[config.mk]
export PLATFORM = sky130hd
export DESIGN_NAME = conv_stream_feeder
export DESIGN_NICKNAME = d
export VERILOG_FILES = /design/src/rtl/conv_stream_feeder.sv
export SDC_FILE = /design/constraint.sdc
export NUM_CORES = 1
export LEC_CHECK = 0
export ABC_CLOCK_PERIOD_IN_PS = 4300
export CAP_MARGIN = 20
export CORE_ASPECT_RATIO = 1.25
export CORE_MARGIN = 4
export CORE_UTILIZATION = 40
export DETAILED_ROUTE_END_ITERATION = 8
export HOLD_SLACK_MARGIN = 0.12
export MAX_ROUTING_LAYER = met4
export SLEW_MARGIN = 5
export SYNTH_ARGS = -nofsm -noshare
export SYNTH_HDL_FRONTEND = slang
export SYNTH_SLANG_ARGS = --single-unit
[constraint.sdc]
create_clock -name clk -period 4.3 [get_ports clk]
set_input_delay 0.86 -clock clk [delete_from_list [all_inputs] [get_ports clk]]
set_output_delay 0.86 -clock clk [all_outputs]
set_load 0.02 [all_outputs]
[src/rtl/conv_stream_feeder.sv]
// conv_stream_feeder: streams one feature map from memory to the convolutor
// in row-major order. It issues one read per cycle when there is room and
// carries column-edge flags alongside each pixel. A one-entry hold register
// absorbs the read beat that lands while the output is stalled.
module conv_stream_feeder #(
  parameter int IMAGE_WIDTH  = 128,
  parameter int IMAGE_HEIGHT = 128,
  parameter int ADDR_W       = 16
) (
  input  logic                clk,
  input  logic                rst_n,
  input  logic                start,
  input  logic [ADDR_W-1:0]   base_addr,
  input  logic [7:0]          width,
  input  logic [7:0]          height,
  output logic                mem_rd_en,
  output logic [ADDR_W-1:0]   mem_addr,
  input  logic signed [7:0]   mem_rdata,
  output logic signed [7:0]   pixel_out,
  output logic                pixel_valid,
  input  logic                pixel_ready,
  output logic                paddingl,
  output logic                paddingr,
  output logic                busy,
  output logic                done
);

  typedef enum logic [1:0] {IDLE, STREAM, DRAIN, FINISH} state_t;

  state_t state, state_nxt;

  logic [7:0]        w_q, h_q, row_q, col_q;
  logic [ADDR_W-1:0] addr_q;

  logic              rd_vld_p1, rd_l_p1, rd_r_p1;
  logic              out_vld_p2, out_l_p2, out_r_p2;
  logic signed [7:0] out_pix_p2;
  logic              hold_vld_p2, hold_l_p2, hold_r_p2;
  logic signed [7:0] hold_pix_p2;

  logic [7:0]        cur_w, cur_h, cur_row, cur_col;
  logic [ADDR_W-1:0] cur_addr;
  logic              xfer, issue, last_rd, empty_frame;
  logic [1:0]        occ_after;

  function automatic logic [7:0] clamp_dim(input logic [7:0] d, input int lim);
    if (32'(d) > lim) return lim[7:0];
    return d;
  endfunction

  // Read position: taken straight from the inputs in IDLE so the first read
  // can go out in the start cycle, otherwise from the running counters.
  always_comb begin
    cur_w    = w_q;
    cur_h    = h_q;
    cur_row  = row_q;
    cur_col  = col_q;
    cur_addr = addr_q;
    if (state == IDLE) begin
      cur_w    = clamp_dim(width, IMAGE_WIDTH);
      cur_h    = clamp_dim(height, IMAGE_HEIGHT);
      cur_row  = 8'd0;
      cur_col  = 8'd0;
      cur_addr = base_addr;
    end
  end

  assign xfer        = out_vld_p2 & pixel_ready;
  // Pixels still owned after this cycle: output + hold + beat in flight.
  assign occ_after   = 2'(out_vld_p2) + 2'(hold_vld_p2) + 2'(rd_vld_p1) - 2'(xfer);
  assign empty_frame = (cur_w == 8'd0) || (cur_h == 8'd0);
  assign last_rd     = (cur_row == cur_h - 8'd1) && (cur_col == cur_w - 8'd1);

  // Next-state, read strobe and status outputs.
  always_comb begin
    state_nxt = state;
    issue     = 1'b0;
    busy      = 1'b0;
    done      = 1'b0;
    case (state)
      IDLE: begin
        issue = start && !empty_frame;
        // An empty frame passes through DRAIN with nothing outstanding.
        if (start) state_nxt = (empty_frame || last_rd) ? DRAIN : STREAM;
      end
      STREAM: begin
        busy  = 1'b1;
        issue = (occ_after < 2'd2);
        if (issue && last_rd) state_nxt = DRAIN;
      end
      DRAIN: begin
        busy = 1'b1;
        if (occ_after == 2'd0) state_nxt = FINISH;
      end
      FINISH: begin
        done      = 1'b1;
        state_nxt = IDLE;
      end
      default: state_nxt = IDLE;
    endcase
    if (!rst_n) issue = 1'b0;
  end

  assign mem_rd_en   = issue;
  assign mem_addr    = issue ? cur_addr : '0;
  assign pixel_out   = out_pix_p2;
  assign pixel_valid = out_vld_p2;
  assign paddingl    = out_vld_p2 & out_l_p2;
  assign paddingr    = out_vld_p2 & out_r_p2;

  // State register, frame geometry and row/column/address counters.
  always_ff @(posedge clk) begin
    if (!rst_n) begin
      state  <= IDLE;
      w_q    <= 8'd0;
      h_q    <= 8'd0;
      row_q  <= 8'd0;
      col_q  <= 8'd0;
      addr_q <= '0;
    end else begin
      state <= state_nxt;
      if (state == IDLE && start) begin
        w_q   <= cur_w;
        h_q   <= cur_h;
        row_q <= 8'd0;
        col_q <= 8'd0;
      end
      if (issue) begin
        addr_q <= cur_addr + ADDR_W'(1);
        if (cur_col == cur_w - 8'd1) begin
          col_q <= 8'd0;
          row_q <= cur_row + 8'd1;
        end else begin
          col_q <= cur_col + 8'd1;
          row_q <= cur_row;
        end
      end
    end
  end

  // ---- stage p1: read in flight; p2: output register + hold register ----
  always_ff @(posedge clk) begin
    if (!rst_n) begin
      rd_vld_p1   <= 1'b0;
      rd_l_p1     <= 1'b0;
      rd_r_p1     <= 1'b0;
      out_vld_p2  <= 1'b0;
      out_pix_p2  <= '0;
      out_l_p2    <= 1'b0;
      out_r_p2    <= 1'b0;
      hold_vld_p2 <= 1'b0;
      hold_pix_p2 <= '0;
      hold_l_p2   <= 1'b0;
      hold_r_p2   <= 1'b0;
    end else begin
      rd_vld_p1 <= issue;
      rd_l_p1   <= issue && (cur_col == 8'd0);
      rd_r_p1   <= issue && (cur_col == cur_w - 8'd1);
      if (out_vld_p2 && !pixel_ready) begin
        // Output stalled: it stays put; a landing beat parks in hold.
        if (!hold_vld_p2 && rd_vld_p1) begin
          hold_vld_p2 <= 1'b1;
          hold_pix_p2 <= mem_rdata;
          hold_l_p2   <= rd_l_p1;
          hold_r_p2   <= rd_r_p1;
        end
      end else if (hold_vld_p2) begin
        // Hold is older than any landing beat, so it goes out first.
        out_vld_p2  <= 1'b1;
        out_pix_p2  <= hold_pix_p2;
        out_l_p2    <= hold_l_p2;
        out_r_p2    <= hold_r_p2;
        hold_vld_p2 <= rd_vld_p1;
        hold_pix_p2 <= mem_rdata;
        hold_l_p2   <= rd_l_p1;
        hold_r_p2   <= rd_r_p1;
      end else begin
        out_vld_p2 <= rd_vld_p1;
        if (rd_vld_p1) begin
          out_pix_p2 <= mem_rdata;
          out_l_p2   <= rd_l_p1;
          out_r_p2   <= rd_r_p1;
        end
      end
    end
  end

endmodule

### After elaboration in Yosys (flattened, before gate mapping)

Index checks and enable logic that the tools add are counted.

* word-level logic and storage cells: 113
* output and inout port bits: 30
* flip-flop bits (word level): 75

* add/sub/neg operators: 8
* reductions and logical operators: 25
* equality and inequality tests: 9
* magnitude comparators: 3
* muxes and demuxes: 47
* bitwise gates (word level): 4

Operators by type and width (number)
* two-way mux 8 bit: 18
* two-way mux 16 bit: 2
* logical NOT 8 bit: 3
* two-way mux 1 bit: 21
* adder 16 x 1 -> 16 bit (second input constant): 1
* adder 8 x 1 -> 8 bit (second input constant): 2
* equality test 8 bit: 2
* greater-than comparator 8 bit (second input constant): 2
* subtractor 8 x 1 -> 8 bit (second input constant): 2
* logical AND 1 bit: 8
* two-way mux 2 bit: 4
* one-hot mux 2 bit (4 select lines): 1
* != test 2 bit (second input constant): 3
* nonzero test 2 bit: 3
* equality test 2 bit (second input constant): 2
* logical NOT 2 bit: 2
* AND reduction 2 bit: 2
* bitwise AND 1 bit: 3
* logical NOT 1 bit: 3
* AND reduction 3 bit: 1
* adder 1 x 1 -> 2 bit: 1
* adder 2 x 1 -> 2 bit: 1
* equality test 2 x 1 -> 1 bit (second input constant): 1
* logical OR 1 bit: 2
* other kinds (6): 6

### Longest topological paths before layout

Gate-level depths: netlist of the first run.

* depth after elaboration: 12
* gate-level depth with buffers: 22
* gate-level depth less buffers: 13

### Worst setup path before layout of the first run

Ideal clock, no wire load.

* kind: register to output
* start: register state[1]
* end: output mem_addr[0]
* data arrival time: 3767 ps
* slack: -327 ps
* required time: 3440 ps
* stages on the path, launching flop included: 21
* cells stage by stage: dfxtp_1 inv_1 ha_1 buf_6 buf_6 buf_6 buf_4 buf_2 buf_2 buf_2 buf_2 buf_2 mux2i_1 ha_1 inv_1 nor4_1 o32a_1 buf_2 buf_2 buf_2 nor2_1

* longest elaborated chain between the ends: 9
* elaborated cells between the ends (all ways): 13
* those cells by class: eq/ne: 1; mux: 6; reduce/logical: 6

Ends and longest elaborated chain
* start: declaration: RTL line 30 `state_t state, state_nxt;`
* start signal: assignment: RTL line 121 `state <= state_nxt;`
* logical NOT 2 bit: RTL line 59, 80
* two-way mux 8 bit: RTL line 59 `if (state == IDLE) begin`
* logical NOT 8 bit: RTL line 71 `assign empty_frame = (cur_w == 8'd0) || (cur_h == 8'd0);`
* logical OR 1 bit: RTL line 71
* logical NOT 1 bit: RTL line 82 `issue = start && !empty_frame;`
* logical AND 1 bit: RTL line 82
* one-hot mux 1 bit (2 select lines): RTL line 80 `case (state)`
* two-way mux 1 bit: RTL line 101 `if (!rst_n) issue = 1'b0;`
* two-way mux 16 bit *: RTL line 105 `assign mem_addr = issue ? cur_addr : '0;`
* end: declaration: RTL line 17 `output logic [ADDR_W-1:0] mem_addr,`

Mark *: on every way between the ends. The rest lies on a longest branch, timed or not.

### Worst setup path after layout of the first run

* start: input pixel_ready
* end: output mem_addr[3]

* longest elaborated chain between the ends: 6

Ends and longest elaborated chain
* start: declaration: RTL line 21 `input logic pixel_ready,`
* bitwise AND 1 bit: RTL line 68 `assign xfer = out_vld_p2 & pixel_ready;`
* subtractor 2 x 1 -> 2 bit: RTL line 70 `assign occ_after = 2'(out_vld_p2) + 2'(hold_vld_p2) + 2'(rd_vld_p1) - 2'(xfer);`
* < comparator 2 bit: RTL line 88 `issue = (occ_after < 2'd2);`
* one-hot mux 1 bit (2 select lines): RTL line 80
* two-way mux 1 bit: RTL line 101
* two-way mux 16 bit: RTL line 105

No other way between the ends.

==> results of run 1 <==
-- cell families (layout without fill, tap and decap cells) --
kind of cell | after synthesis | after routing
and+or+nand+nor | 279 | 279
DFF | 75 | 75
xor gates and xnor gates | 37 | 37
adders and majority gates | 13 | 13
AOI/OAI and AO/OA | 169 | 169
muxes | 43 | 43
buffers and inverters | 75 | 153
-- worst max-delay path, cell delays in order --
cell and delay (ns):
clkdlybuf4s50_1 0.43, and2_1 0.17, ha_1 0.27, inv_1 0.04, fa_1 0.37, xor2_1 0.22
inv_1 0.06, nand2_1 0.08, o32a_2 0.24, buf_12 0.21, nor2_4 0.04, dlygate4sd2_1 0.33
-- report_power, final --
| part | switching, mW | total [mW] | internal [mW] | leakage [nW] |
|---|---|---|---|---|
| combinational | 1.39 | 2.34 | 0.945 | 1.72 |
| clock | 0.312 | 0.822 | 0.510 | 0.149 |
| sequential | 0.130 | 0.971 | 0.841 | 0.611 |
-- synthesized netlist by cell type (all sizes together), types with 3 or more instances --
| cell type | number |
|---|---|
| a41oi | 3 |
| and2 | 9 |
| o21bai | 4 |
| inv | 26 |
| dfxtp | 75 |
| a211oi | 12 |
| o31a | 3 |
| o22ai | 10 |
| o21ai | 33 |
| or4 | 3 |
| o31ai | 5 |
| buf | 24 |
| nor3 | 23 |
| and3 | 3 |
| xor2 | 11 |
| nor3b | 5 |
| nor4 | 5 |
| xnor2 | 26 |
| a31oi | 11 |
| nor2 | 94 |
| nand3b | 15 |
| ha | 12 |
| nor2b | 14 |
| clkbuf | 25 |
| or3 | 3 |
| mux2i | 42 |
| a32oi | 4 |
| nand2 | 60 |
| o211ai | 6 |
| nand3 | 24 |
| a22oi | 7 |
| nand2b | 9 |
| a21oi | 51 |
| nand4 | 4 |
-- final cells by class --
| cell class | instances | share of cell area, % |
|---|---|---|
| sequential | 75 | 22.4 |
| timing repair buffer | 111 | 15.2 |
| inverter | 26 | 1.45 |
| tap | 168 | 3.13 |
| multi-input combinational | 541 | 53.1 |
| clock buffer | 10 | 3.41 |
| clock inverter | 6 | 1.32 |
-- state kept, by name (all words and copies together), names as in the netlist --
name and flops:
addr_q 16, col_q 8, h_q 8, hold_pix_p2 8, pixel_out 8, row_q 8, w_q 8, state 2
hold_l_p2 1, hold_r_p2 1, hold_vld_p2 1, out_l_p2 1, out_r_p2 1, pixel_valid 1, rd_l_p1 1, rd_r_p1 1
rd_vld_p1 1
-- through the flow --
| step | hold WS [ns] | total power, mW | area, sq um | util, % | setup WS [ns] |
|---|---|---|---|---|---|
| floorplan | 0.433 | 2.71 | 5420 | - | 0.0121 |
| global placement | 0.447 | 3.32 | 6400 | 50.1 | -0.148 |
| detailed placement | 0.468 | 3.36 | 6400 | 50.1 | -0.177 |
| CTS | 0.478 | 4.16 | 6700 | 52.4 | 0.0822 |
| global route | 0.504 | 4.44 | 6710 | 52.5 | 0.0117 |
| finish | 0.471 | 4.13 | 6710 | 52.5 | 0.114 |
-- metal layers --
layer | GRT usage [%] | vias to the layer above | routed length, microns
met4 | 5.95 | 0 | 284
li1 | - | 2614 | -
met1 | 24.9 | 2446 | 6320
met2 | 34.7 | 103 | 7160
met5 | - | - | 0
met3 | 2.95 | 19 | 489
-- worst min path at each step --
stage,startpoint,end,slack (ns),cells past startpoint
floorplan,addr_q[1],addr_q[1],0.43,2
global placement,addr_q[1],addr_q[1],0.45,2
detailed placement,addr_q[1],addr_q[1],0.47,2
CTS,addr_q[1],addr_q[1],0.48,2
global route,addr_q[0],addr_q[0],0.50,2
finish,addr_q[1],addr_q[1],0.47,2
-- timing repair --
item                       CTS  global route
gates cloned                 0             0
setup endpoints to repair   17            12
gates resized for setup     17             1
hold buffers                 0             0
pin swaps                    0             0
hold endpoints to repair     0             0
==> reports/metrics.cfg, run 1 <==
[critical_path]
critPathRequiredTime_ns=3.44
worst_setup_path_end_kind=output port
rrSetupSlack_ns=0.54
endpoint=mem_addr[3]
path_max_fanout=12
path_class=input pin to output port
crit_start=pixel_ready
reg2reg_from=state[0]
startpoint_type=input pin
cp.arrival_ns=3.33
r2r-end=row_q[5]
worstRegToRegCells=10

[logic_synthesis]
synth_adder_area_share_pct=3.25
synth-xor-area-share_pct=6.18
synth_edf_count=0
synth_area_sq_mm=0.00524
ys.flop_type=dfxtp_1
synthTopCellsByArea=dfxtp_1, mux2i_1, nor2_1
yosysSeqAreaShare_pct=28.6
synth_top_area_share_pct=28.6
synth-simple-area-share_pct=26.5
yosysWarnings=0
syn_inst=691
syn_nets=748
muxShareOfSynthArea_pct=8.23
async_flop_share_pct=0
synth_top_family_by_area=simple AND/OR/NAND/NOR gates
synth.avg_cell_area_sq_um=7.59
synth.distinct_cells=70
synth_compound_area_share_pct=21.0
ys_seq_elements=75
synth_top_area_cell=dfxtp_1

[place]
gp_routability_congestion=0.872
place_hpwl_microns=10500
numPortBuffers=73
placedCellCount=920

[drt]
drt_iter0_markers=359
drc=0
ant_nets=0
drt_pass1_iterations=4
finalWirelength_microns=14200
via_per_inst=5.53
vias=5182
wl_per_cell_microns=15.2

[grt]
antenna_found_initial=0
grt_pass1_wl_microns=24100
grt_overflow=0
grtUsageTotal_pct=20.4
grt_max_degree=56
grt_pass1_vias=5054

[layout]
diodes=0
area_delta_synth_final_pct=27.9
final_cell_mix=nor2_1, dfxtp_1, nand2_1, clkdlybuf4s50_1, a21oi_1
regArea_sq_mm=0.00150
final_common_cell=nor2_1
drive_gt1_share_pct=11.3
multiInputGateArea_sq_mm=0.00356
final.fill_count=1243
finalNonFillerCells=937
layout.nets=821

[timing]
setup_viol=0
worst_pin_slew_ns=0.927
rsz0062_at_grt=no
relSlewSlack_pct=38.0
fin_crit_ns=4.19
finalMaxSlewViolations=0
fmax_mhz=239
fin_crit_sh_pct=97.3
finalSetupTns_ns=0
clock_skew_ns=0.00506
hold_violations=0

[floorplan]
fp.dieH_microns=136
initial_core_util_pct=41.0
die_w_microns=110
pin_count=74
core_area_sq_mm=0.0128
rows=46
dieArea_sq_mm=0.0150

[cts]
clock-sinks=75
insertion_delay_ns=0.34
cts-htree-levels=3
cts_made_buffers=9
cts_buffer_depth=2
cts.reportedPaths.clkPinSlew_ns=0.06
cts_tree=built
cts-root-buf=clkbuf_16
post_cts_buffers=0

[power]
ir_drop_mv=0.259
pwr_density_cell_mw_per_mm2=615
p_leak_nw=2.48

[flow_run]
maxCapViolations=0

[run_status]
status=completed

[min_path]
holdCritPathClass=register to register

Power figures use the tool's default switching activity.
==> inputs of run 2 (changes only) <==
- ABC_CLOCK_PERIOD_IN_PS: 4300 -> default
- CORE_ASPECT_RATIO: 1.25 -> default
- MAX_ROUTING_LAYER: met4 -> default
==> run 2 against run 1 <==
Against the previous run: die area hardly changed; clock-buffer cell count is 1 lower; design area is 0.34% higher; wire length decreased by 0.84%; sequential cell count is the same; power decreased by 0.76%; highest routed layer unchanged.
==> reports/metrics.cfg, run 2 (same netlist as run 1, synthesis figures left out) <==
[critical_path]
path_class=input pin to output port  ; unchanged
path_delay_family=buffers and inverters  ; unchanged
crit_path_max_incr_delay_ns=0.42  ; was 0.43 ns
path_max_fanout=7  ; was 12
worst_setup_path_end_kind=output port  ; unchanged
startpoint_type=input pin  ; unchanged
cpMostUsedCell=inv_1  ; unchanged
critPathSlowestCell=clkdlybuf4s50_1  ; unchanged
cp.arrival_ns=3.31  ; was 3.33 ns
path_buf_inv=5  ; unchanged
critPathRequiredTime_ns=3.44  ; about the same
cp_cell_sequence=clkdlybuf4s50_1 -> and2_1 -> ha_1 -> inv_1 -> fa_1 -> xor2_1 -> inv_1 -> nand2_1 -> o32a_4 -> buf_12 -> nor2_4 -> dlygate4sd2_1  ; was clkdlybuf4s50_1 -> and2_1 -> ha_1 -> inv_1 -> fa_1 -> xor2_1 -> inv_1 -> nand2_1 -> o32a_2 -> buf_12 -> nor2_4 -> dlygate4sd2_1

[drt]
finalWirelength_microns=14100  ; was 14,200 microns
drt_pass1_iterations=5  ; was 4
wl_per_cell_microns=15.0  ; was 15.2 microns
drc=0  ; unchanged
drt_iter0_markers=346  ; was 359
ant_nets=0  ; unchanged
via_per_inst=5.49  ; was 5.53
vias=5171  ; was 5,182

[cts]
post_cts_buffers=0  ; unchanged
cts_tree=built  ; unchanged
insertion_delay_ns=0.35  ; was 0.34 ns
clock-sinks=75  ; unchanged
cts.reportedPaths.clkPinSlew_ns=0.06  ; about the same
cts_buffer_depth=2  ; unchanged
cts_made_buffers=9  ; unchanged
cts-root-buf=clkbuf_16  ; unchanged
cts-htree-levels=3  ; unchanged

[layout]
multiInputGateArea_sq_mm=0.00358  ; was 0.00356 sq mm
diodes=0  ; unchanged
drive_gt1_share_pct=11.6  ; was 11.3%
largest_reg_flops=16  ; unchanged
layout.nets=822  ; was 821
final_common_cell=nor2_1  ; unchanged
final_cell_mix=nor2_1, dfxtp_1, nand2_1, clkdlybuf4s50_1, a21oi_1  ; unchanged
final.fill_count=1272  ; was 1,243
top_register=addr_q  ; unchanged
area_delta_synth_final_pct=28.4  ; was 27.9%
regArea_sq_mm=0.00150  ; unchanged
postLayoutCellArea_sq_mm=0.00673  ; was 0.00671 sq mm

[timing]
finalMaxSlewViolations=0  ; unchanged
rsz0062_at_grt=no  ; unchanged
clock_skew_ns=0.00634  ; was 0.00506 ns
fmax_mhz=240  ; was 239 MHz
finalSetupTns_ns=0  ; unchanged
worst_pin_slew_ns=0.860  ; was 0.927 ns
setup_viol=0  ; unchanged
hold_violations=0  ; unchanged
relSlewSlack_pct=42.5  ; was 38.0%
fin_crit_sh_pct=97.0  ; was 97.3%
fin_crit_ns=4.17  ; was 4.19 ns

[floorplan]
fp.dieH_microns=122  ; was 136 microns
initial_core_util_pct=41.2  ; was 41.0%
core_area_sq_mm=0.0127  ; was 0.0128 sq mm
pin_count=74  ; unchanged
die_w_microns=122  ; was 110 microns
rows=41  ; was 46
dieArea_sq_mm=0.0150  ; about the same

[place]
gp_routability_congestion=0.857  ; was 0.872
place_area_sq_mm=0.00643  ; was 0.00640 sq mm
place_hpwl_microns=10200  ; was 10,500 microns
numPortBuffers=73  ; unchanged

[grt]
grtUsageTotal_pct=19.5  ; was 20.4%
grt_pass1_wl_microns=23700  ; was 24,100 microns
antenna_found_initial=0  ; unchanged
grt_max_degree=85  ; was 56
grt_overflow=0  ; unchanged
grt_pass1_vias=4949  ; was 5,054

[flow_run]
maxCapViolations=0  ; unchanged

[min_path]
holdCritPathClass=register to register  ; unchanged

[power]
pwr_density_cell_mw_per_mm2=609  ; was 615 mW/mm^2
p_leak_nw=2.45  ; was 2.48 nW
ir_drop_mv=0.332  ; was 0.259 mV

[run_status]
status=completed  ; unchanged

-- run 2: changes by cell type in the layout (fill, tap and decap cells not counted), sizes merged --
cell / change
buf: +1
clkdlybuf4s15: +11
bufinv: -2
clkinvlp: -1
inv: +4
dlygate4sd2: -12
-- run 2: stage by stage --
stage	std cells	hold WS (ns)	total power, mW	setup slack, ns	utilization, %
5_1_grt	942	0.485	4.42	0.00325	52.9
4_1_cts	942	0.469	4.11	0.0864	52.8
3_3_place_gp	926	0.454	3.32	-0.182	50.6
2_1_floorplan	691	0.433	2.71	0.0121	-
3_5_place_dp	926	0.458	3.36	-0.199	50.6
6_report	942	0.468	4.10	0.128	52.9
-- run 2: power by group --
group          switching, mW  internal (mW)  total (mW)
sequential             0.128          0.840       0.968
combinational           1.40          0.975        2.37
clock                  0.351          0.406       0.758
total                   1.87           2.22        4.10
-- run 2: repair_timing --
item                                    4_1_cts  5_1_grt
gates resized for setup                      18       14
cloned                                        0        0
hold endpoints to repair                      0        0
endpoints found under the setup margin       17       12
hold buffers                                  0        0
-- run 2: final timing paths --
path,from,endpoint,slack (ns),cells past startpoint
max,pixel_ready,mem_addr[1],0.13,12
min,addr_q[1],addr_q[1],0.47,2
max reg2reg,state[0],row_q[5],0.74,11
min reg2reg,addr_q[1],addr_q[1],0.47,2
-- run 2: routing by layer --
| layer | global-route usage (%) | share of wire, % | up-vias |
|---|---|---|---|
| met4 | 8.68 | 2.5 | 0 |
| met5 | 0 | 0 | - |
| met3 | 3.82 | 4.7 | 23 |
| li1 | - | - | 2603 |
| met2 | 31.8 | 47 | 106 |
| met1 | 24.9 | 46 | 2439 |
-- run 2: layout make-up --
cell class	instances	share of cell area, %
clock buffers	9	3.35
inverters	26	1.45
repair buffers	112	15.6
flip-flops and latches	75	22.3
well taps	172	3.20
multi-input cells	541	53.1
clock inverters	7	0.967
-- run 2: worst reg2reg max path, cell delays in order, from the launching register on --
cell	delay, ns
dfxtp_1	0.35
inv_1	0.13
ha_4	0.42
buf_12	0.38
inv_1	0.14
buf_4	0.21
or3_1	0.40
o211a_1	0.18
nand4bb_1	0.27
or2_1	0.37
or4_1	0.53
o211ai_1	0.10
==> inputs of run 3 (changes only) <==
- CTS_BUF_LIST: default -> sky130_fd_sc_hd__clkbuf_4
- clock period: 4.3 -> 5 ns (I/O delays scaled with it)
==> run 3 against run 2 <==
Against the previous run: register-to-register slack improved by 0.28 ns; clock skew rose by 0.012 ns; clock-buffer cell count is the same; non-clock buffer count decreased by 19; core utilization shrank 3.6 points; critical endpoint is now mem_addr[12]; largest power group unchanged.
==> reports/metrics.cfg, run 3 (same netlist as run 1, synthesis figures left out) <==
[cts]
cts-htree-levels=3  ; unchanged
insertion_delay_ns=0.47  ; was 0.35 ns
cts.reportedPaths.clkPinSlew_ns=0.14  ; was 0.06 ns
cts-root-buf=clkbuf_4  ; was clkbuf_16
clock-sinks=75  ; unchanged
cts_buffer_depth=2  ; unchanged
cts_tree=built  ; unchanged
cts_made_buffers=9  ; unchanged

[layout]
final_cell_mix=nor2_1, dfxtp_1, clkdlybuf4s50_1, nand2_1, a21oi_1  ; was nor2_1, dfxtp_1, nand2_1, clkdlybuf4s50_1, a21oi_1
final.fill_count=1289  ; was 1,272
drive_gt1_share_pct=6.92  ; was 11.6%
largest_reg_flops=16  ; unchanged
regArea_sq_mm=0.00150  ; unchanged
diodes=0  ; unchanged
top_register=addr_q  ; unchanged
postLayoutCoreUtil_pct=49.3  ; was 52.9%
layout.nets=803  ; was 822
area_delta_synth_final_pct=19.6  ; was 28.4%
multiInputGateArea_sq_mm=0.00344  ; was 0.00358 sq mm
final_common_cell=nor2_1  ; unchanged

[floorplan]
rows=41  ; unchanged
dieArea_sq_mm=0.0150  ; unchanged
fp.dieH_microns=122  ; unchanged
initial_core_util_pct=41.2  ; unchanged
core_area_sq_mm=0.0127  ; unchanged
pin_count=74  ; unchanged
die_w_microns=122  ; unchanged

[power]
p_leak_nw=2.23  ; was 2.45 nW
pwr_density_cell_mw_per_mm2=493  ; was 609 mW/mm^2
ir_drop_mv=0.256  ; was 0.332 mV

[drt]
wl_per_cell_microns=15.6  ; was 15.0 microns
drc=0  ; unchanged
finalWirelength_microns=14400  ; was 14,100 microns
vias=5136  ; was 5,171
drt_pass1_iterations=5  ; unchanged
ant_nets=0  ; unchanged
drt_iter0_markers=427  ; was 346
via_per_inst=5.56  ; was 5.49

[critical_path]
startpoint_type=input pin  ; unchanged
crit_path_max_incr_delay_ns=0.62  ; was 0.42 ns
path_class=input pin to output port  ; unchanged
critPathSlowestCell=clkdlybuf4s50_1  ; unchanged
worst_setup_path_end_kind=output port  ; unchanged
cp_cell_sequence=clkdlybuf4s50_1 -> and2_1 -> ha_1 -> inv_1 -> fa_1 -> xor2_1 -> inv_1 -> nand2_1 -> o32a_4 -> nor2_1 -> clkdlybuf4s50_1  ; was clkdlybuf4s50_1 -> and2_1 -> ha_1 -> inv_1 -> fa_1 -> xor2_1 -> inv_1 -> nand2_1 -> o32a_4 -> buf_12 -> nor2_4 -> dlygate4sd2_1
cp.arrival_ns=3.75  ; was 3.31 ns
rrSetupSlack_ns=1.02  ; was 0.74 ns
path_max_fanout=22  ; was 7
critPathRequiredTime_ns=4.00  ; was 3.44 ns

[grt]
grt_pass1_vias=4822  ; was 4,949
grt_max_degree=56  ; was 85
antenna_found_initial=0  ; unchanged
grt_overflow=0  ; unchanged
grt_pass1_wl_microns=23800  ; was 23,700 microns
grtUsageTotal_pct=19.6  ; was 19.5%

[timing]
clock_skew_ns=0.0186  ; was 0.00634 ns
rsz0062_at_grt=no  ; unchanged
worst_pin_slew_ns=0.862  ; was 0.860 ns
fmax_mhz=211
finalMaxSlewViolations=0  ; unchanged
relSlewSlack_pct=42.4  ; was 42.5%
fin_crit_sh_pct=94.9
hold_violations=0  ; unchanged
fin_crit_ns=4.75
timing.hold.ws_ns=0.468  ; about the same
finalSetupTns_ns=0  ; unchanged
setup_viol=0  ; unchanged

[min_path]
holdCritPathClass=register to register  ; unchanged

[flow_run]
maxCapViolations=0  ; unchanged

[place]
gp_routability_congestion=0.884  ; was 0.857
place_hpwl_microns=10200  ; about the same
numPortBuffers=73  ; unchanged

[run_status]
status=completed  ; unchanged

-- run 3: changes by cell type in the layout (fill, tap and decap cells not counted), sizes merged, moves of 5 or more --
cell and change:
buf -19, dlygate4sd2 -5, clkdlybuf4s50 +17, clkdlybuf4s15 -11
-- run 3: layout make-up --
class                   count  share of cell area, %
repair buffers             93                   14.1
inverters                  26                   1.56
multi-input cells         541                   54.9
clock inverters             7                  0.938
clock buffers               9                   1.08
flip-flops and latches     75                   23.9
well taps                 172                   3.43
-- run 3: through the flow --
stage	area, sq um	total power, mW	worst slack, ns	instances
after floorplan	5240	2.18	0.233	691
after global placement	6110	2.67	0.180	906
after detailed placement	6130	2.71	0.0980	907
after CTS	6250	3.09	0.0631	923
after global routing	6270	3.33	0.0857	923
final	6270	3.09	0.255	923
-- run 3: power breakdown --
group / switching, mW / internal, mW / total (mW) / leakage (nW)
registers: 0.112 / 0.722 / 0.834 / 0.611
clock network: 0.262 / 0.111 / 0.373 / 0.0692
logic: 1.13 / 0.756 / 1.88 / 1.55
-- run 3: worst paths after layout --
check | cells after the start | startpoint | to
worst max-delay path | 11 | pixel_ready | mem_addr[12]
worst min-delay path | 2 | addr_q[1] | addr_q[1]
worst max register to register | 10 | state[1] | row_q[5]
worst min register to register | 2 | addr_q[1] | addr_q[1]
-- run 3: timing repair --
item,CTS,global route
gates resized for setup,0,2
hold buffers,0,0
endpoints found under the hold margin,0,0
buffers inserted,0,0
endpoints found under the setup margin,0,17
-- run 3: metal layers --
metal	vias up	GRT usage, %	part of all wire [%]
met4	0	6.09	1.7
met3	18	4.10	4.8
li1	2568	-	-
met2	116	32.6	47
met5	-	0	0
met1	2434	25.3	47
-- run 3: worst max-delay path: cells and delay by family --
family	cells	cell delay (ns)
and+or+nand+nor	3	0.42
adders and majority gates	2	0.63
AOI/OAI and AO/OA	1	0.36
xor gates and xnor gates	1	0.18
buffers and inverters	4	1.13
